**src/rtl/tx_sched_pkg.sv**
```systemverilog
// Shared types and sizing helpers for the photonic transmitter scheduler.
package tx_sched_pkg;

    typedef enum logic [1:0] {
        IDLE = 2'd0,
        SEND = 2'd1,
        GAP  = 2'd2
    } state_t;

    // Counter only needs to hold values up to max(slot, gap) - 1; never narrower than 1 bit.
    function automatic int cnt_width(input int slot_cycles, input int gap_cycles);
        int m;
        m = 1;
        if (slot_cycles > m) m = slot_cycles;
        if (gap_cycles > m) m = gap_cycles;
        return (m > 1) ? $clog2(m) : 1;
    endfunction

endpackage

```
**src/rtl/tx_scheduler_if.sv**
```systemverilog
// Requester-side request/ack bundle plus the transmitter drive signals.
interface tx_scheduler_if #(
    parameter int NUM_REQ    = 4,
    parameter int ID_WIDTH   = 2,
    parameter int DATA_WIDTH = 8
);
    logic [NUM_REQ-1:0]            req;
    logic [NUM_REQ*ID_WIDTH-1:0]   req_dest;
    logic [NUM_REQ*DATA_WIDTH-1:0] req_data;
    logic [NUM_REQ-1:0]            ack;
    logic [ID_WIDTH-1:0]           tx_dest_id;
    logic [DATA_WIDTH-1:0]         tx_data;
    logic [ID_WIDTH-1:0]           tx_src_id;
    logic                          tx_enable;
    logic                          busy;

    modport master (
        output req, req_dest, req_data,
        input  ack, tx_dest_id, tx_data, tx_src_id, tx_enable, busy
    );

    modport slave (
        input  req, req_dest, req_data,
        output ack, tx_dest_id, tx_data, tx_src_id, tx_enable, busy
    );
endinterface

```
**src/rtl/tx_scheduler_rr_arbiter.sv**
```systemverilog
// Combinational round-robin arbiter: first asserted request at or after ptr, wrapping.
module rr_arbiter #(
    parameter int N     = 4,
    parameter int IDX_W = $clog2(N)
) (
    input  logic [N-1:0]     req,
    input  logic [IDX_W-1:0] ptr,
    output logic [N-1:0]     grant,
    output logic [IDX_W-1:0] grant_idx,
    output logic             any_req
);
    logic [IDX_W-1:0] idx;

    always_comb begin
        grant     = '0;
        grant_idx = '0;
        idx       = '0;
        any_req   = |req;
        // Scan farthest offset first so the nearest asserted request overwrites and wins.
        for (int k = N - 1; k >= 0; k--) begin
            idx = IDX_W'((int'(ptr) + k) % N);
            if (req[idx]) begin
                grant      = '0;
                grant[idx] = 1'b1;
                grant_idx  = idx;
            end
        end
    end
endmodule

```
**src/rtl/tx_scheduler.sv**
```systemverilog
// Round-robin sharing of one photonic transmitter: fixed-length slot per packet, then a guard gap.
module tx_scheduler
    import tx_sched_pkg::*;
#(
    parameter int NUM_REQ     = 4,
    parameter int ID_WIDTH    = 2,
    parameter int DATA_WIDTH  = 8,
    parameter int SLOT_CYCLES = 2,
    parameter int GAP_CYCLES  = 1
) (
    input  logic           clk,
    input  logic           rst_n,
    tx_scheduler_if.slave  bus
);
    localparam int IDX_W = $clog2(NUM_REQ);
    localparam int CW    = cnt_width(SLOT_CYCLES, GAP_CYCLES);
    localparam logic [CW-1:0] SLOT_LAST = CW'(SLOT_CYCLES - 1);
    localparam logic [CW-1:0] GAP_LAST  = CW'((GAP_CYCLES > 0) ? GAP_CYCLES - 1 : 0);

    state_t                 state, state_n;
    logic [CW-1:0]          cnt, cnt_n;
    logic [IDX_W-1:0]       ptr, ptr_n;
    logic [NUM_REQ-1:0]     ack_n;
    logic                   en_n, busy_n, arbitrate;
    logic [ID_WIDTH-1:0]    dest_n, src_n;
    logic [DATA_WIDTH-1:0]  data_n;
    logic [NUM_REQ-1:0]     grant;
    logic [IDX_W-1:0]       grant_idx;
    logic                   any_req;

    rr_arbiter #(.N(NUM_REQ), .IDX_W(IDX_W)) u_arb (
        .req       (bus.req),
        .ptr       (ptr),
        .grant     (grant),
        .grant_idx (grant_idx),
        .any_req   (any_req)
    );

    always_comb begin
        state_n   = state;
        cnt_n     = cnt;
        ptr_n     = ptr;
        ack_n     = '0;
        en_n      = bus.tx_enable;
        dest_n    = bus.tx_dest_id;
        data_n    = bus.tx_data;
        src_n     = bus.tx_src_id;
        // The last guard cycle arbitrates so a new slot starts right as the gap expires.
        arbitrate = (state == IDLE) || ((state == GAP) && (cnt == '0));
        if (arbitrate && any_req) begin
            state_n = SEND;
            cnt_n   = SLOT_LAST;
            en_n    = 1'b1;
            dest_n  = bus.req_dest[int'(grant_idx)*ID_WIDTH +: ID_WIDTH];
            data_n  = bus.req_data[int'(grant_idx)*DATA_WIDTH +: DATA_WIDTH];
            src_n   = ID_WIDTH'(grant_idx);
            if (SLOT_CYCLES == 1) ack_n = grant;
        end else begin
            case (state)
                IDLE: ;
                SEND: begin
                    if (cnt == '0) begin
                        ptr_n  = IDX_W'((int'(bus.tx_src_id) + 1) % NUM_REQ);
                        en_n   = 1'b0;
                        dest_n = '0;
                        data_n = '0;
                        src_n  = '0;
                        if (GAP_CYCLES > 0) begin
                            state_n = GAP;
                            cnt_n   = GAP_LAST;
                        end else begin
                            state_n = IDLE;
                        end
                    end else begin
                        cnt_n = cnt - CW'(1);
                        // Registered ack lands on the cycle where the counter reads zero.
                        if (cnt == CW'(1)) ack_n = NUM_REQ'(1) << bus.tx_src_id;
                    end
                end
                GAP: begin
                    if (cnt == '0) state_n = IDLE;
                    else           cnt_n   = cnt - CW'(1);
                end
                default: state_n = IDLE;
            endcase
        end
        busy_n = (state_n != IDLE);
    end

    always_ff @(posedge clk or negedge rst_n) begin
        if (!rst_n) begin
            state          <= IDLE;
            cnt            <= '0;
            ptr            <= '0;
            bus.ack        <= '0;
            bus.tx_enable  <= 1'b0;
            bus.busy       <= 1'b0;
            bus.tx_dest_id <= '0;
            bus.tx_data    <= '0;
            bus.tx_src_id  <= '0;
        end else begin
            state          <= state_n;
            cnt            <= cnt_n;
            ptr            <= ptr_n;
            bus.ack        <= ack_n;
            bus.tx_enable  <= en_n;
            bus.busy       <= busy_n;
            bus.tx_dest_id <= dest_n;
            bus.tx_data    <= data_n;
            bus.tx_src_id  <= src_n;
        end
    end
endmodule

```
**src/flat_wrapper.sv**
```systemverilog
// flat-port wrapper written by rule: the top's interface ports become plain ports
module tx_scheduler_flat import tx_sched_pkg::*;
#(
    parameter int NUM_REQ     = 4,
    parameter int ID_WIDTH    = 2,
    parameter int DATA_WIDTH  = 8,
    parameter int SLOT_CYCLES = 2,
    parameter int GAP_CYCLES  = 1
)
  (clk, rst_n, bus_req, bus_req_dest, bus_req_data, bus_ack, bus_tx_dest_id, bus_tx_data, bus_tx_src_id, bus_tx_enable, bus_busy);
  tx_scheduler_if #(.NUM_REQ(NUM_REQ), .ID_WIDTH(ID_WIDTH), .DATA_WIDTH(DATA_WIDTH)) bus_i ();
  input  logic clk;
  input  logic rst_n;
  input wire logic [$bits(bus_i.req)-1:0] bus_req;
  input wire logic [$bits(bus_i.req_dest)-1:0] bus_req_dest;
  input wire logic [$bits(bus_i.req_data)-1:0] bus_req_data;
  output wire logic [$bits(bus_i.ack)-1:0] bus_ack;
  output wire logic [$bits(bus_i.tx_dest_id)-1:0] bus_tx_dest_id;
  output wire logic [$bits(bus_i.tx_data)-1:0] bus_tx_data;
  output wire logic [$bits(bus_i.tx_src_id)-1:0] bus_tx_src_id;
  output wire logic [$bits(bus_i.tx_enable)-1:0] bus_tx_enable;
  output wire logic [$bits(bus_i.busy)-1:0] bus_busy;
  assign bus_i.req = bus_req;
  assign bus_i.req_dest = bus_req_dest;
  assign bus_i.req_data = bus_req_data;
  assign bus_ack = bus_i.ack;
  assign bus_tx_dest_id = bus_i.tx_dest_id;
  assign bus_tx_data = bus_i.tx_data;
  assign bus_tx_src_id = bus_i.tx_src_id;
  assign bus_tx_enable = bus_i.tx_enable;
  assign bus_busy = bus_i.busy;
  tx_scheduler #(.NUM_REQ(NUM_REQ), .ID_WIDTH(ID_WIDTH), .DATA_WIDTH(DATA_WIDTH), .SLOT_CYCLES(SLOT_CYCLES), .GAP_CYCLES(GAP_CYCLES)) u_core (.clk(clk), .rst_n(rst_n), .bus(bus_i));
endmodule
```
**config.mk**
```make
export PLATFORM = sky130hd
export DESIGN_NAME = tx_scheduler_flat
export DESIGN_NICKNAME = d
export VERILOG_FILES = /design/src/rtl/tx_sched_pkg.sv /design/src/rtl/tx_scheduler_if.sv /design/src/rtl/tx_scheduler_rr_arbiter.sv /design/src/rtl/tx_scheduler.sv /design/src/flat_wrapper.sv
export SDC_FILE = /design/constraint.sdc
export NUM_CORES = 1
export LEC_CHECK = 0
export BUFFER_PORTS_ARGS = -buffer_cell sky130_fd_sc_hd__buf_2
export CAP_MARGIN = 0
export CORE_ASPECT_RATIO = 1.1
export CORE_UTILIZATION = 30
export CTS_CLUSTER_DIAMETER = 40
export DETAILED_ROUTE_END_ITERATION = 6
export GPL_TIMING_DRIVEN = 0
export PLACE_DENSITY_LB_ADDON = 0.2
export SLEW_MARGIN = 20
export SYNTH_ARGS = -nofsm -noshare
export SYNTH_HDL_FRONTEND = slang
export SYNTH_HIERARCHICAL = 1
export SYNTH_SLANG_ARGS = --single-unit
```
**constraint.sdc**
```tcl
create_clock -name clk -period 5.6 [get_ports clk]
set_input_delay 0.28 -clock clk [delete_from_list [all_inputs] [get_ports clk]]
set_output_delay 0.28 -clock clk [all_outputs]
set_load 0.1 [all_outputs]
```
==> results.toml <==
[hold_path]
hold_path_end = "u_core/bus.tx_data[0]$_DFFE_PN0P_"
min-delay-start = "bus_req_data[24]"
min_path_cells = 3
hold_class = "primary input to flop"

[placement]
hpwlAfterDp_mm = 2.66
io_buffer_count = 61
dp_slack_ns = 2.56
rd_place_congestion = 0.766

[sta]
final_slew_viol_count = 0
final_period_minus_worst_setup_slack_ns = 3.01
worst_slack_ns = 2.59
period_share_pct = 53.8
fmax_mhz = 332
fin_hold_ws_ns = 0.436
fin_worst_skew_ns = 0.00461
rsz0062_at_grt = "false"
report.final.setup_viol = 0
fin_tns_setup_ns = 0
final_hold_viol_count = 0
timing.max_slew.rel_slack_pct = 64.9
tightest_slew_ns = 0.525

[die]
starting_density_of_the_core_pct = 31.1
core_region_area_sq_um = 4620
floorplan.die_area_sq_um = 5080
die_h_um = 74.6
i_o_pin_total = 64
die_x_um = 68.0
row_count = 26

[grt]
global_routing_usage_on_met2_pct = 22.1
grtUsageMet3_pct = 1.52
grt_first_pass_wirelength_mm = 5.11
globalRouteMet1Util_pct = 17.7
grt_antenna_before_repair = 0
busiest_layer = "met2"
via_count_of_the_first_global_routing_pass = 1089
largest_net_degree_at_the_start_of_global_routing = 24
grt_overflow = 0
globalRouteTotalUtil_pct = 13.4

[clock_tree]
post-cts-setup-buffer-count = 0
insertion_delay_ns = 0.27
cts-htree-levels = 1
ctsResizeCount = 0
cts_hold_buffers = 1
cell_chosen_for_the_clock_root = "sky130_fd_sc_hd__clkbuf_8"
clock_tree.buffer_depth = 2
clkTransAtPathRegs_ns = 0.08
tritoncts = "done"
numCtsBuffers = 3
cts.sinks = 23

[worst_setup_path]
setup.reg_to_reg.worst_slack_ns = 2.59
path_common_cell = "sky130_fd_sc_hd__buf_6"
setup.worst_path.end_class = "flop"
reg2regPathDepth = 7
worst_path_fanout_max = 10
beginning_of_the_worst_register_to_register_path = "u_core/ptr[0]$_DFFE_PN0P_"
worst_path_max_stage_delay_ns = 0.57
timing.setup.critical_path_class = "flop to flop"
worstPathArrival_ns = 3.17
crit_required_ns = 5.76
cp_slowest_cell = "sky130_fd_sc_hd__mux4_1"
cp_top_family = "multiplexers"
timing.critical_path.from_type = "flop"
critical_path.cell_chain = "buf_6 > mux4_1 > a311o_1 > o32ai_1 > buf_6 > mux4_2 > a22o_1"
critical_path.n_buffers_inverters = 2
critical_path.reg2reg.endpoint = "u_core/bus.tx_data[7]$_DFFE_PN0P_"

[detailed_routing]
antenna_violating_nets_post_route = 0
avgViaCountPerCell = 4.87
detail_route.iter0.violations = 49
vias = 1169
first_pass_iters = 4
drc_errors = 0
final_routed_wirelength_mm = 3.32
wire_per_inst_um = 13.8

[run_status]
status = "complete, no violations"

[final_layout]
post_route_cells_drive_above_1_share_pct = 48.9
finalNetCount = 240
layout.cells.most_common = "sky130_fd_sc_hd__buf_2"
syn_to_final_growth_pct = 30.0
final_cell_mix = "sky130_fd_sc_hd__buf_2, sky130_fd_sc_hd__dfrtp_1, sky130_fd_sc_hd__a22o_1"
layout.filler_cells = 455
diode_count = 0

[synth]
postSynthNetCount = 173
yosysWarnings = 6
syn_area_per_cell_sq_um = 12.2
synth_area_sq_um = 1440
postSynthCellCount = 118

[run]
drv.max_cap_violation_count = 0
==> flip-flops by register name (all words and copies together), names as in the netlist <==
register / cells
u_core/bus.tx_data: 8
u_core/bus.ack: 4
u_core/bus.tx_dest_id: 2
u_core/bus.tx_src_id: 2
u_core/ptr: 2
u_core/state: 2
u_core/bus.busy: 1
u_core/bus.tx_enable: 1
u_core/cnt: 1
==> worst min-delay path, stage by stage <==
cell                     delay [ns]
sky130_fd_sc_hd__buf_2         0.07
sky130_fd_sc_hd__mux4_2        0.21
sky130_fd_sc_hd__a22o_1        0.11
==> how the worst max path moves through the flow <==
stage / cells after the start / startpoint / to
6_report: 7 / u_core/ptr[0]$_DFFE_PN0P_ / u_core/bus.tx_data[7]$_DFFE_PN0P_
5_1_grt: 7 / u_core/ptr[0]$_DFFE_PN0P_ / u_core/bus.tx_data[7]$_DFFE_PN0P_
4_1_cts: 7 / u_core/ptr[0]$_DFFE_PN0P_ / u_core/bus.tx_data[7]$_DFFE_PN0P_
3_5_place_dp: 7 / u_core/ptr[0]$_DFFE_PN0P_ / u_core/bus.tx_data[7]$_DFFE_PN0P_
3_3_place_gp: 7 / u_core/ptr[0]$_DFFE_PN0P_ / u_core/bus.tx_data[2]$_DFFE_PN0P_
2_1_floorplan: 7 / u_core/ptr[0]$_DFFE_PN0P_ / u_core/bus.tx_data[0]$_DFFE_PN0P_
==> layer usage <==
metal	wire length, um	vias to the layer above
li1	-	571
met5	0	-
met1	1400	561
met4	58	0
met3	129	5
met2	1730	32
==> metrics by stage <==
step           util [%]  instances  area (sq um)
2_1_floorplan         -        118          1440
3_3_place_gp       39.3        235          1810
3_5_place_dp       39.3        235          1810
4_1_cts            40.5        240          1870
5_1_grt            40.5        240          1870
6_report           40.5        240          1870
==> cell type report <==
cell class                      instances  area, sq um  area share (%)
Inverter                                9         33.8            1.81
Sequential cell                        23          576            30.8
Clock inverter                          1         5.00           0.268
Clock buffer                            3         41.3            2.21
Buffer                                  9         56.3            3.01
Multi-Input combinational cell         77          773            41.3
Tap cell                               56         70.1            3.75
Timing Repair Buffer                   62          315            16.9
Power is not shown: default switching activity piles up to over one toggle a cycle in this logic, so the estimate is an artifact.
